<file path="config.mk">
export PLATFORM = sky130hd
export DESIGN_NAME = uart_tx_arb
export DESIGN_NICKNAME = d
export VERILOG_FILES = /design/src/rtl/uart_pkg.sv /design/src/rtl/rr_pick.sv /design/src/rtl/uart_tx_arb.sv
export SDC_FILE = /design/constraint.sdc
export NUM_CORES = 1
export LEC_CHECK = 0
export ABC_AREA = 1
export CORE_MARGIN = 8
export CORE_UTILIZATION = 43
export CTS_CLUSTER_DIAMETER = 150
export DETAILED_ROUTE_END_ITERATION = 6
export PLACE_DENSITY_LB_ADDON = 0.15
export SKIP_CTS_REPAIR_TIMING = 1
export SLEW_MARGIN = 20
export SYNTH_ARGS = -nofsm -noshare
export SYNTH_HDL_FRONTEND = slang
export SYNTH_SLANG_ARGS = --single-unit
</file>
<file path="constraint.sdc">
create_clock -name clk -period 1.5 [get_ports clk]
set_clock_uncertainty 0.15 [all_clocks]
set_input_delay 0.225 -clock clk [delete_from_list [all_inputs] [get_ports clk]]
set_output_delay 0.225 -clock clk [all_outputs]
set_load 0.005 [all_outputs]
</file>
<file path="src/rtl/uart_pkg.sv">
// uart_pkg: shared FSM encoding and width helper for the UART transmit arbiter
package uart_pkg;
  typedef enum logic [1:0] {IDLE = 2'd0, START = 2'd1, WAIT = 2'd2} state_t;
  function automatic int clog2w(input int n);
    return (n > 1) ? $clog2(n) : 1;
  endfunction
endpackage

</file>
<file path="src/rtl/rr_pick.sv">
// rr_pick: round-robin pick of the first set request at or above ptr, wrapping to 0
module rr_pick import uart_pkg::*; #(
  parameter int NREQ = 4
) (
  input  logic [NREQ-1:0]         req,
  input  logic [clog2w(NREQ)-1:0] ptr,
  output logic [clog2w(NREQ)-1:0] grant,
  output logic                    valid
);
  localparam int W = clog2w(NREQ);
  // Lowest set bit overall is the wrap fallback; a set bit at or above ptr overrides it.
  always_comb begin
    grant = '0;
    valid = |req;
    for (int i = NREQ - 1; i >= 0; i--)
      if (req[i]) grant = W'(i);
    for (int i = NREQ - 1; i >= 0; i--)
      if (req[i] && W'(i) >= ptr) grant = W'(i);
  end
endmodule

</file>
<file path="src/rtl/uart_tx_arb.sv">
// uart_tx_arb: round-robin arbiter feeding one uart_tx from NREQ requesters, with a watchdog
module uart_tx_arb import uart_pkg::*; #(
  parameter int NREQ    = 4,
  parameter int DBIT    = 8,
  parameter int TIMEOUT = 4096
) (
  input  logic                    clk,
  input  logic                    reset,
  input  logic [NREQ-1:0]         req,
  input  logic [NREQ*DBIT-1:0]    din,
  output logic [NREQ-1:0]         ack,
  output logic                    tx_start,
  output logic [DBIT-1:0]         tx_din,
  input  logic                    tx_done_tick,
  output logic                    busy,
  output logic [clog2w(NREQ)-1:0] owner,
  output logic                    timeout_err
);
  localparam int W  = clog2w(NREQ);
  localparam int WW = clog2w(TIMEOUT);
  state_t state, state_nxt;
  logic [W-1:0] grant, rr_ptr;
  logic [WW-1:0] wdog;
  logic valid, pick, done, tmo;
  rr_pick #(.NREQ(NREQ)) u_pick (.req(req), .ptr(rr_ptr), .grant(grant), .valid(valid));
  // Timeout fires on the edge where the counter would reach TIMEOUT-1; a done tick wins.
  always_comb begin
    pick      = state == IDLE && valid;
    done      = state == WAIT && tx_done_tick;
    tmo       = state == WAIT && !tx_done_tick && wdog + 1'b1 == WW'(TIMEOUT - 1);
    state_nxt = (state == IDLE) ? (valid ? START : IDLE) :
                (state == START) ? WAIT :
                (state == WAIT && !(done || tmo)) ? WAIT : IDLE;
  end
  // Outputs are registered from the next-state decision so they line up with the state.
  always_ff @(posedge clk or posedge reset) begin
    if (reset) begin
      state       <= IDLE;
      tx_start    <= 1'b0;
      ack         <= '0;
      tx_din      <= '0;
      owner       <= '0;
      rr_ptr      <= '0;
      busy        <= 1'b0;
      timeout_err <= 1'b0;
      wdog        <= '0;
    end else begin
      state       <= state_nxt;
      tx_start    <= pick;
      ack         <= pick ? NREQ'(1) << grant : '0;
      busy        <= state_nxt != IDLE;
      timeout_err <= tmo;
      wdog        <= (state == WAIT) ? wdog + 1'b1 : '0;
      if (pick) begin
        tx_din <= din[grant*DBIT +: DBIT];
        owner  <= grant;
      end
      if (done || tmo) rr_ptr <= (owner == W'(NREQ - 1)) ? '0 : owner + 1'b1;
    end
  end
endmodule

</file>
After elaboration in Yosys (flattened, before gate mapping) --
Index checks and enable logic that the tools add are counted.
Storage, ports and cells: register bits 33, bits of input ports 39, output and inout port bits 17, logic and storage cells 51
Operators by class: order comparisons 4, reductions and logical operators 15, eq/ne operators 4, $add $sub $neg 2, muxes and demuxes 15, shifts and indexed selects 2
Operators with widths (count):
- 32-bit by 6-bit variable part select with 8-bit output | 1
- 2-bit 2-to-1 mux | 12
- 12-bit by 1-bit adder with 12-bit output, second input constant | 1
- 12-bit == test, second input constant | 1
- 12-bit 2-to-1 mux | 1
- 1-bit logical AND | 9
- 2-bit == test, second input constant | 2
- 1-bit by 2-bit greater-or-equal comparator with 1-bit output, first input constant | 2
- 2-bit greater-or-equal comparator, first input constant | 2
- 4-bit 2-to-1 mux | 1
- 4-bit OR reduction | 1
- 1-bit by 2-bit left shift with 4-bit output, first input constant | 1
- 2-bit by 1-bit adder with 2-bit output, second input constant | 1
- 2-bit by 1-bit == test with 1-bit output, second input constant | 1
- 1-bit zero test | 2
- 2-bit zero test | 1
- 2-bit nonzero test | 1
- 1-bit logical OR | 1
- 1-bit 2-to-1 mux | 1

Longest topological paths before layout --
Gate-level depths: netlist of run 1.
depth after elaboration 10, mapped depth 13, depth with buffers taken out 13

By module --
From an unflattened synthesis of run 1, not the netlist that was laid out.
Second synthesis, totals: cells, all modules 238, area, all modules 1810.5 µm²
By module, submodules not included:
- uart_tx_arb | times used 1, area an instance 1726.7 µm², cells an instance 218, seq. area each 800.8 µm²
- rr_pick | times used 1, area an instance 83.8 µm², cells an instance 20, seq. area each 0.0 µm²

Least setup slack after synthesis of run 1 --
No wires, ideal clock.
kind register -> register, start point reg wdog[0], end point reg busy, period minus slack after synthesis 1.661 ns, stages on the path, launching flop included 12, required time 1.217 ns, setup slack -0.161 ns, arrival time 1.379 ns, setup time 0.133 ns, buffers on the path 0, cells stage by stage dfrtp_1 -> ha_1 -> nand2_1 -> nand2_1 -> nor2_1 -> nand2_1 -> nor2_1 -> nand2_1 -> nor2_1 -> nand2_1 -> nand2_1 -> o211ai_1
Between the ends: cells in the longest elaborated chain, start to end 10
RTL lines:
- from (decl) | RTL line uart_tx_arb.sv:23 | logic [WW-1:0] wdog;
- from (signal assigned) | RTL line uart_tx_arb.sv:53 | wdog <= (state == WAIT) ? wdog + 1'b1 : '0;
- 12-bit by 1-bit adder with 12-bit output | RTL line uart_tx_arb.sv:30 | tmo = state == WAIT && !tx_done_tick && wdog + 1'b1 == WW'(TIMEOUT - 1);
- 12-bit == test | RTL line uart_tx_arb.sv:30
- 1-bit logical AND | RTL line uart_tx_arb.sv:30
- 1-bit logical OR | RTL line uart_tx_arb.sv:33 | (state == WAIT && !(done || tmo)) ? WAIT : IDLE;
- 1-bit zero test | RTL line uart_tx_arb.sv:33
- 1-bit logical AND | RTL line uart_tx_arb.sv:33
- 2-bit 2-to-1 mux | RTL line uart_tx_arb.sv:33
- 2-bit 2-to-1 mux | RTL line uart_tx_arb.sv:32 | (state == START) ? WAIT :
- 2-bit 2-to-1 mux | RTL line uart_tx_arb.sv:31 | state_nxt = (state == IDLE) ? (valid ? START : IDLE) :
- 2-bit nonzero test | RTL line uart_tx_arb.sv:51 | busy <= state_nxt != IDLE;
- to (signal assigned) | RTL line uart_tx_arb.sv:44 | busy <= 1'b0;
- to (signal assigned) | RTL line uart_tx_arb.sv:51
- to (decl) | RTL line uart_tx_arb.sv:15 | output logic busy,
No other way between the ends. A chain may end at the register's enable or synchronous reset.

Worst setup path after layout of run 1 --
start point reg wdog[1], end point reg rr_ptr[0]
Between the ends: cells in the longest elaborated chain, start to end 4
RTL lines:
- 12-bit by 1-bit adder with 12-bit output | RTL line uart_tx_arb.sv:30
- 12-bit == test | RTL line uart_tx_arb.sv:30
- 1-bit logical AND | RTL line uart_tx_arb.sv:30
- 1-bit logical OR | RTL line uart_tx_arb.sv:58 | if (done || tmo) rr_ptr <= (owner == W'(NREQ - 1)) ? '0 : owner + 1'b1;
- to (signal assigned) | RTL line uart_tx_arb.sv:58
- to (decl) | RTL line uart_tx_arb.sv:22 | logic [W-1:0] grant, rr_ptr;
No other way between the ends.

==> results of run 1 <==
==> cell type report <==
| cell class | count | area share (%) |
|---|---|---|
| inverter | 30 | 3.76 |
| multi-input combinational | 215 | 35.6 |
| sequential | 32 | 25.6 |
| tap | 52 | 2.08 |
| timing repair buffer | 95 | 29.4 |
| clock buffer | 6 | 2.32 |
| clock inverter | 2 | 1.12 |
==> metrics by stage <==
step / hold WS, ns / power, mW / cells / worst slack, ns
after global placement: 0.316 / 3.23 / 417 / -0.408
after detailed placement: 0.330 / 3.24 / 417 / -0.426
final: 0.131 / 4.19 / 432 / -0.270
after floorplan: 0.148 / 2.26 / 282 / -0.0583
after CTS: 0.140 / 4.09 / 425 / -0.302
after global routing: 0.163 / 4.50 / 432 / -0.378
==> final timing paths <==
path / slack, ns / to
setup / recovery: -0.27 / rr_ptr[0]
hold / removal: 0.13 / wdog[5]
setup reg to reg: -0.27 / rr_ptr[0]
hold reg to reg: 0.33 / state[1]
max in group asynchronous: 0.88 / wdog[1]
min in group clk: 0.33 / state[1]
==> power breakdown <==
group	leakage [nW]	switching, mW	internal (mW)
Combinational	1.20	1.06	1.02
Sequential	0.413	0.170	1.11
Clock	0.0552	0.334	0.493
Total	1.67	1.56	2.63
==> cells in the final DEF, fill, tap and decap left out, types with 2 or more instances in the layout <==
cell type	n
clkbuf_8	5
o21bai_1	2
nor2_1	38
inv_2	7
dfrtp_1	30
nand4_1	3
clkdlybuf4s50_1	36
nand2_4	4
nor2_2	6
nand2_2	11
a21oi_2	2
buf_6	3
nand2_1	91
dlymetal6s2s_1	19
inv_1	21
buf_4	36
dfrtp_2	2
nor2_4	4
a21oi_1	2
nand3_1	38
ha_4	2
==> cell usage after synthesis (all sizes together) <==
master,count
a21oi,4
clkinv,1
nand4,3
nor3,2
and3,1
buf,4
o211ai,1
dfrtp,32
nand3,39
clkbuf,2
nand2,106
nor2,49
o21ai,3
o21bai,2
nand3b,1
inv,29
ha,3
==> layer usage <==
layer / vias up / global-route usage, % / part of all wire [%]
li1: 1075 / - / -
met1: 933 / 19.1 / 43
met2: 69 / 25.7 / 50
met3: 5 / 4.00 / 6.1
met4: 0 / 5.27 / 0.99
met5: - / 0 / 0
==> cell families (layout without fill, tap and decap cells) <==
group / count (synthesis) / count (layout) / synth area share [%]
and+or+nand+nor: 201 / 202 / 45.3
buffers and inverters: 36 / 133 / 8.01
DFF: 32 / 32 / 41.3
AOI/OAI and AO/OA: 10 / 10 / 3.36
adders and majority gates: 3 / 3 / 1.94
==> registers in the layout (all words and copies together) (netlist names) <==
| signal | flops |
|---|---|
| rr_ptr | 2 |
| wdog | 12 |
| ack | 4 |
| state | 1 |
| timeout_err | 1 |
| busy | 1 |
| owner | 2 |
| tx_start | 1 |
| tx_din | 8 |
==> critical path: cells and delay by family (launching register included) <==
kind | cells | cell delay [ns]
AND/OR/NAND/NOR | 11 | 0.96
flip-flops | 1 | 0.41
buffers and inverters | 1 | 0.15
==> flow_metrics.tcl, run 1 <==
set metrics [dict create \
    status "complete, but fails checks" \
    violations "negative setup slack" \
    drc_errors 0 \
    tightest_slew_ns 0.231 \
    cts.sinks 32 \
    tns_ns -2.30 \
    ys_seq_elements 32 \
    worstRegToRegCells 12 \
    clk_pin_slew_ns 0.07 \
    yosysTopAreaCellShare_pct 41.3 \
    worstPathRequired_ns 1.53 \
    syn_nets 324 \
    dieArea_mm2 0.00691 \
    core_region_area_mm2 0.00435 \
    row_count 24 \
    multi_input_area_mm2 0.00112 \
    slowest_delay_ns 0.41 \
    ys_warn_count 0 \
    routabilityCongestion 0.840 \
    cts_tree "built" \
    critPathMaxFanout 6 \
    cp_common_cell "nand2_1" \
    yosysUniqueCellTypes 25 \
    yosysSeqAreaShare_pct 41.3 \
    post_route_cells_drive_above_1_share_pct 24.5 \
    antenna_found_initial 0 \
    firstDrtPassIters 4 \
    regArea_um2 803 \
    fmax_mhz 565 \
    gr-total-overflow 0 \
    crit_path_end_kind "register" \
    synth_area_mm2 0.00194 \
    diodes 0 \
    portBuffers 55 \
    hold_viol 0 \
    wl_per_cell_um 13.1 \
    initial_core_util_pct 44.5 \
    dr.first_iter.drc_count 87 \
    startpoint_type "register" \
    hp-class "input port to async pin" \
    io_pins 56 \
    netlist_instances 282 \
    critical_path_class "register to register" \
    syn_to_final_growth_pct 61.7 \
    finalCritPeriodShare_pct 118 \
    dp_hpwl_um 4100 \
    grt_pass1_wl_um 9110 \
    rsz0062_at_grt "true" \
    maxCapViolCount 0 \
    reg2reg_from "wdog[1]" \
    clockBufferDepth 2 \
    grt_max_degree 33 \
    fillers 358 \
    vias 2082 \
    worst_skew_pair.late_latency_ns 0.29 \
    crit_path_top_delay_cell "dfrtp_2" \
    grt_pass1_vias 2017 \
    p_leak_nw 1.67 \
    setup_ws_ns -0.270 \
    fin_area_mm2 0.00313 \
    min_period_ns 1.77 \
    grt_usage_pct 15.6 \
    power_density_mw_per_mm2 1340 \
    finalSetupViolations 15 \
    die_x_um 83.1 \
    cts_made_buffers 5 \
    peakVddDrop_mv 1.04 \
    crit_path_start "wdog[1]" \
    maxSlewHeadroom_pct 84.5 \
    root_buffer "clkbuf_8" \
    slew_violations 0 \
    utilization_pct 71.9 \
    ys_top_cells_by_area "dfrtp_1 (41%), nand2_1 (20%), nand3_1 (10%)" \
    path_cells "nand2_2 > nor2_4 > buf_4 > nand3_1 > nand2_1 > nand2_1 > nand2_2 > nor2_2 > nand2_1 > nand2_1 > nand3_1 > nand2_1" \
    layout.nets 421 \
    postRouteWirelength_um 5640 \
    synth_top_cell_by_area "dfrtp_1" \
    ant_nets 0 \
    dpl_cell_area_mm2 0.00280 \
    cts_max_level 2 \
    avgSynthCellArea_um2 6.87 \
    worst-endpoint-arrival_ns 1.80 \
    die_h_um 83.1 \
    viasPerCell 4.82 \
]
No activity file was read; power rests on OpenSTA's default activity.
==> inputs of run 2 (changes only) <==
--- a/config.mk
+++ b/config.mk
@@ -11,6 +11,7 @@
 export CTS_CLUSTER_DIAMETER = 150
 export DETAILED_ROUTE_END_ITERATION = 6
 export PLACE_DENSITY_LB_ADDON = 0.15
+export SETUP_SLACK_MARGIN = 0.5
 export SKIP_CTS_REPAIR_TIMING = 1
 export SLEW_MARGIN = 20
 export SYNTH_ARGS = -nofsm -noshare
==> flow_metrics.tcl, run 2 (synthesis gave the netlist of run 1 again) <==
set metrics [dict create \
    cts_tree "built" \
    grt_pass1_vias 2005 \
    portBuffers 55 \
    min_period_ns 1.89 \
    worst_skew_pair.late_latency_ns 0.29 \
    dp_hpwl_um 4130 \
    dieArea_mm2 0.00691 \
    critPathTopFamily "simple AND/OR/NAND/NOR gates" \
    layout.nets 437 \
    cts_max_level 2 \
    rsz0062_at_grt "true" \
    wl_per_cell_um 14.6 \
    dr.first_iter.drc_count 186 \
    vias 2226 \
    crit_path_end_kind "register" \
    antenna_found_initial 0 \
    grt_pass1_wl_um 8810 \
    routabilityCongestion 0.832 \
    tightest_slew_ns 0.243 \
    die_x_um 83.1 \
    worst-endpoint-arrival_ns 1.91 \
    root_buffer "clkbuf_8" \
    clk_pin_slew_ns 0.07 \
    startpoint_type "register" \
    post_route_cells_drive_above_1_share_pct 41.5 \
    reg_top3 "wdog x12, tx_din x8, ack x4" \
    maxCapViolCount 0 \
    utilization_pct 77.8 \
    status "complete, but fails checks" \
    violations "negative setup slack" \
    hp-class "input port to async pin" \
    power_mw 4.72 \
    critical_path_class "register to register" \
    drc_errors 0 \
    crit_path_start "wdog[1]" \
    firstDrtPassIters 4 \
    diodes 0 \
    slowest_delay_ns 0.41 \
    gr-total-overflow 0 \
    p_leak_nw 1.67 \
    dp_worst_setup_slack_ns -0.454 \
    path_cells "buf_6 > nand2_4 > nor2_4 > nand2_2 > nand2_2 > nand2_2 > nor2_1 > nand2_1 > nor2_2 > nand3_2 > nand3_2 > nand2_1" \
    die_h_um 83.1 \
    peakVddDrop_mv 1.38 \
    cts_made_buffers 5 \
    setup_ws_ns -0.393 \
    syn_to_final_growth_pct 74.9 \
    finalSetupViolations 23 \
    reg2reg_from "wdog[1]" \
    grt_max_degree 33 \
    initial_core_util_pct 44.5 \
    grt_usage_pct 15.0 \
    slew_violations 0 \
    fmax_mhz 528 \
    final_cell_mix "nand2_1 (73), buf_4 (37), clkdlybuf4s50_1 (34)" \
    cts.sinks 32 \
    core_region_area_mm2 0.00435 \
    maxSlewHeadroom_pct 83.8 \
    cp_num_buf_inv 1 \
    hold_viol 0 \
    viasPerCell 4.98 \
    crit_path_top_delay_cell "dfrtp_1" \
    largest_reg_flops 12 \
    layout_commonest_cell "nand2_1" \
    postRouteWirelength_um 6520 \
    finalCritPeriodShare_pct 126 \
    power_density_mw_per_mm2 1390 \
    worstPathRequired_ns 1.52 \
    largest_register "wdog" \
    cp_common_cell "nand2_2" \
    critPathMaxFanout 8 \
    ant_nets 0 \
    io_pins 56 \
    row_count 24 \
    clockBufferDepth 2 \
]
==> run 2: changes by cell type in the layout (fill, tap and decap cells not counted), sizes merged <==
cell           previous run  this run
buf                      40        67
bufinv                    1         0
clkbuf                    6        14
clkdlybuf4s50            36        34
clkinv                    2         0
clkinvlp                  0         1
dlymetal6s2s             19         4
nand2                   107       106
==> run 2: power by group <==
group	switching, mW	internal [mW]	leakage [nW]
Sequential	0.177	1.11	0.414
Clock	0.321	0.408	0.0503
Combinational	1.36	1.35	1.21
==> run 2: worst paths after layout <==
| check | to | slack, ns | depth (start not counted) |
|---|---|---|---|
| worst max-delay path | rr_ptr[1] | -0.39 | 12 |
| worst max register to register | rr_ptr[1] | -0.39 | 12 |
| worst min register to register | tx_din[3] | 0.34 | 2 |
| max in group asynchronous | wdog[2] | 0.85 | 3 |
| min in group clk | ack[3] | 0.33 | 5 |
| worst min-delay path | wdog[4] | 0.16 | 3 |
==> run 2: layout make-up <==
class / count / area [µm²]
Timing Repair Buffer: 112 / 1030
Inverter: 30 / 136
Multi-Input combinational cell: 214 / 1260
Fill cell: 285 / 967
Tap cell: 52 / 65.1
Sequential cell: 32 / 802
Clock buffer: 7 / 96.3
==> run 2: worst min-delay path: stages <==
cell	delay [ns]
clkdlybuf4s50_1	0.44
clkinvlp_4	0.10
buf_12	0.19
==> run 2: stage by stage <==
stage | instance area (µm²) | hold WS (ns) | setup TNS, ns | instances
final | 3390 | 0.162 | -3.97 | 447
after global routing | 3390 | 0.187 | -5.82 | 447
after CTS | 2910 | 0.182 | -3.41 | 423
after detailed placement | 2810 | 0.321 | -6.95 | 416
after global placement | 2810 | 0.317 | -6.30 | 416
after floorplan | 1990 | 0.00337 | -0.386 | 282
==> run 2: per-layer routing <==
metal | track usage [%] | part of all wire (%)
met5 | 0 | 0
met2 | 25.3 | 52
met4 | 5.11 | 1.4
met3 | 3.61 | 4.5
met1 | 18.0 | 42
==> inputs of run 3 (changes only) <==
--- a/config.mk
+++ b/config.mk
@@ -9,11 +9,12 @@
 export CORE_MARGIN = 8
 export CORE_UTILIZATION = 43
 export CTS_CLUSTER_DIAMETER = 150
+export CTS_CLUSTER_SIZE = 24
 export DETAILED_ROUTE_END_ITERATION = 6
 export PLACE_DENSITY_LB_ADDON = 0.15
 export SETUP_SLACK_MARGIN = 0.5
 export SKIP_CTS_REPAIR_TIMING = 1
-export SLEW_MARGIN = 20
+export SLEW_MARGIN = 40
 export SYNTH_ARGS = -nofsm -noshare
 export SYNTH_HDL_FRONTEND = slang
 export SYNTH_SLANG_ARGS = --single-unit
==> results of run 3 <==
Same layout as run 2: the final DEF is identical, and so are final timing and power.
==> variant (config.mk and constraints of run 3) <==
Make the reset (`reset`) synchronous in one clocked block.
--- a/src/rtl/uart_tx_arb.sv
+++ b/src/rtl/uart_tx_arb.sv
@@ -35,3 +35,3 @@
   // Outputs are registered from the next-state decision so they line up with the state.
-  always_ff @(posedge clk or posedge reset) begin
+  always_ff @(posedge clk) begin
     if (reset) begin
Behaviour: differs if reset is asserted again (counterexample within 4 cycles, from zero or initial values and one cycle with reset high); with reset held inactive, the same outputs for 10 cycles.
==> variant against run 3 <==
- die area decreased by 10%
- sequential cell count unchanged
- non-clock buffer count decreased by 23
- count of clock-buffer cells in the layout decreased by 1
- area after synthesis decreased by 12%
- the run still ends with negative setup slack left
- final area decreased by 14%
- global-route usage increased by 0.44 points
- wire length decreased by 14%
- worst setup slack improved by 120 ps
- first-iteration DRC count decreased by 48%
Power is not compared: it rests on default switching activity, and its combinational part moved more than twofold at a synthesized area within 25%.
==> variant: results (changes against run 3) <==
Setup path
  • Worst-path fanout max: 5 (-3)
  • Crit path max-delay cell type: dfxtp_4
  • Critical Path Max Stage Delay: 370 ps (-40 ps)
  • Reg2reg end: rr_ptr[1]$_SDFFE_PP0P_
  • Crit path DAT: 1810 ps (-100 ps)
  • R2R cell count: 12 (unchanged)
  • Critical path's top delay family: simple AND/OR/NAND/NOR gates
  • RR Startpoint: wdog[1]$_SDFF_PP0_

Clock network
  • Root buf cell: clkbuf_8
  • Inserted Clock Buffers: 5 (unchanged)
  • H-tree levels: 2 (unchanged)

Logic synthesis
  • Synth cell count leaders: 82 x nand2_1, 47 x nor2_1, 32 x dfxtp_1, 29 x inv_1, 22 x nand3_1
  • Area contributors post-synth: dfxtp_1 38%, nand2_1 18%, nor2_1 10%, nand3_1 6.5%, inv_1 6.4%
  • Mean post-synth cell area: 6.307 um2 (-8.2%)
  • Post-synthesis adder-cell area fraction: 2.212% (+0.27 points)
  • Compound-Gate Fraction of Synth Area: 9.366% (+6.0 points)
  • Synth Flop Type: dfxtp_1
  • Async set or reset register ratio after synthesis: 0% (-100 points)
  • Register area share after synthesis: 37.76% (-3.6 points)
  • Synth unique cells: 19 (-24%)
  • Mux contribution to synthesized area: 0% (unchanged)
  • Synth warnings: 0 (unchanged)
  • Synthesized Nets: 311 (-4.0%)

Placement
  • Dpl hpwl: 3.954 mm (-4.3%)
  • Gpl congestion: 0.8727 (+4.9%)
  • Placed instance count: 394 (-5.3%)

Outcome
  • Status: finished, violations left
  • Failing checks: negative setup slack

GRT
  • Largest net degree at the start of global routing: 19 (-42%)
  • Total track usage: 15.42% (+0.44 points)
  • Initial antenna violation count: 0 (unchanged)
  • Global-route wire length before repair: 7.790 mm (-12%)
  • Number of global-route vias before repair: 1852 (-7.6%)

STA
  • Rel. slew slack: 75.77% (-8.0 points)
  • Final setup viols: 16 (-30%)
  • Final WS setup: -274.8 ps (+118.6 ps)

Pwr
  • VDD IR max: 0.7129 mV

Worst hold path
  • HP Class: reg -> reg
  • Min-Delay Endpoint: wdog[0]$_SDFF_PP0_
  • Hold Startpoint: wdog[0]$_SDFF_PP0_

Final layout
  • Largest regs: wdog (12), tx_din (8), ack (4)
  • Reg with most FFs: wdog
  • Fraction of layout cells with a size suffix above 1: 37.74% (-3.8 points)
  • Fin nets: 404 (-7.6%)

Detailed routing
  • Pre-antenna DRT Iters: 4 (unchanged)
  • Via count: 2051 (-7.9%)
  • Total Wirelength: 5.623 mm (-14%)
  • DR vias/cell: 4.966 (-0.28%)
  • DRT iter0 DRCs: 97 (-48%)
variant: how the worst max path moves through the flow:
stage               slack (ps)                endpoint  cells after the start               start
detailed placement        -440  tx_din[5]$_SDFFE_PP0P_                     11              req[1]
global placement          -390  tx_din[2]$_SDFFE_PP0P_                     10              req[2]
finish                    -270  rr_ptr[1]$_SDFFE_PP0P_                     12  wdog[1]$_SDFF_PP0_
CTS                       -270  rr_ptr[0]$_SDFFE_PP0P_                     13  wdog[1]$_SDFF_PP0_
global route              -400  rr_ptr[1]$_SDFFE_PP0P_                     13  wdog[1]$_SDFF_PP0_
floorplan                  -60  rr_ptr[1]$_SDFFE_PP0P_                     13  wdog[1]$_SDFF_PP0_
variant: power breakdown:
| group | switching (uW) | internal [uW] | total, uW |
|---|---|---|---|
| Combinational | 260 | 302 | 562 |
| Clock | 314 | 366 | 680 |
| Sequential | 41.1 | 911 | 952 |
variant: through the flow:
stage | hold slack (ps) | instance area [um2] | TNS, ps | setup slack [ps]
floorplan | 146.1 | 1790 | -110.8 | -55.41
detailed placement | 293.0 | 2549 | -6116 | -439.0
global route | 315.0 | 2922 | -3641 | -395.9
CTS | 302.8 | 2641 | -2048 | -272.8
global placement | 288.8 | 2549 | -5730 | -390.9
finish | 295.5 | 2922 | -1797 | -274.8
variant: cell type report:
| class | instances | area (um2) |
|---|---|---|
| timing repair inverter | 3 | 18.77 |
| sequential | 32 | 673.1 |
| clock buffer | 6 | 82.58 |
| inverter | 29 | 118.9 |
| clock inverter | 2 | 10.01 |
| timing repair buffer | 89 | 838.3 |
| tap | 50 | 62.56 |
| fill | 293 | 963.4 |
| multi-input combinational | 202 | 1117 |
variant: layer usage:
layer | wire, um | GRT usage [%]
met1 | 2164 | 15.59
met5 | 0 | 0
met3 | 331 | 5.192
met2 | 3005 | 28.50
met4 | 122 | 5.926
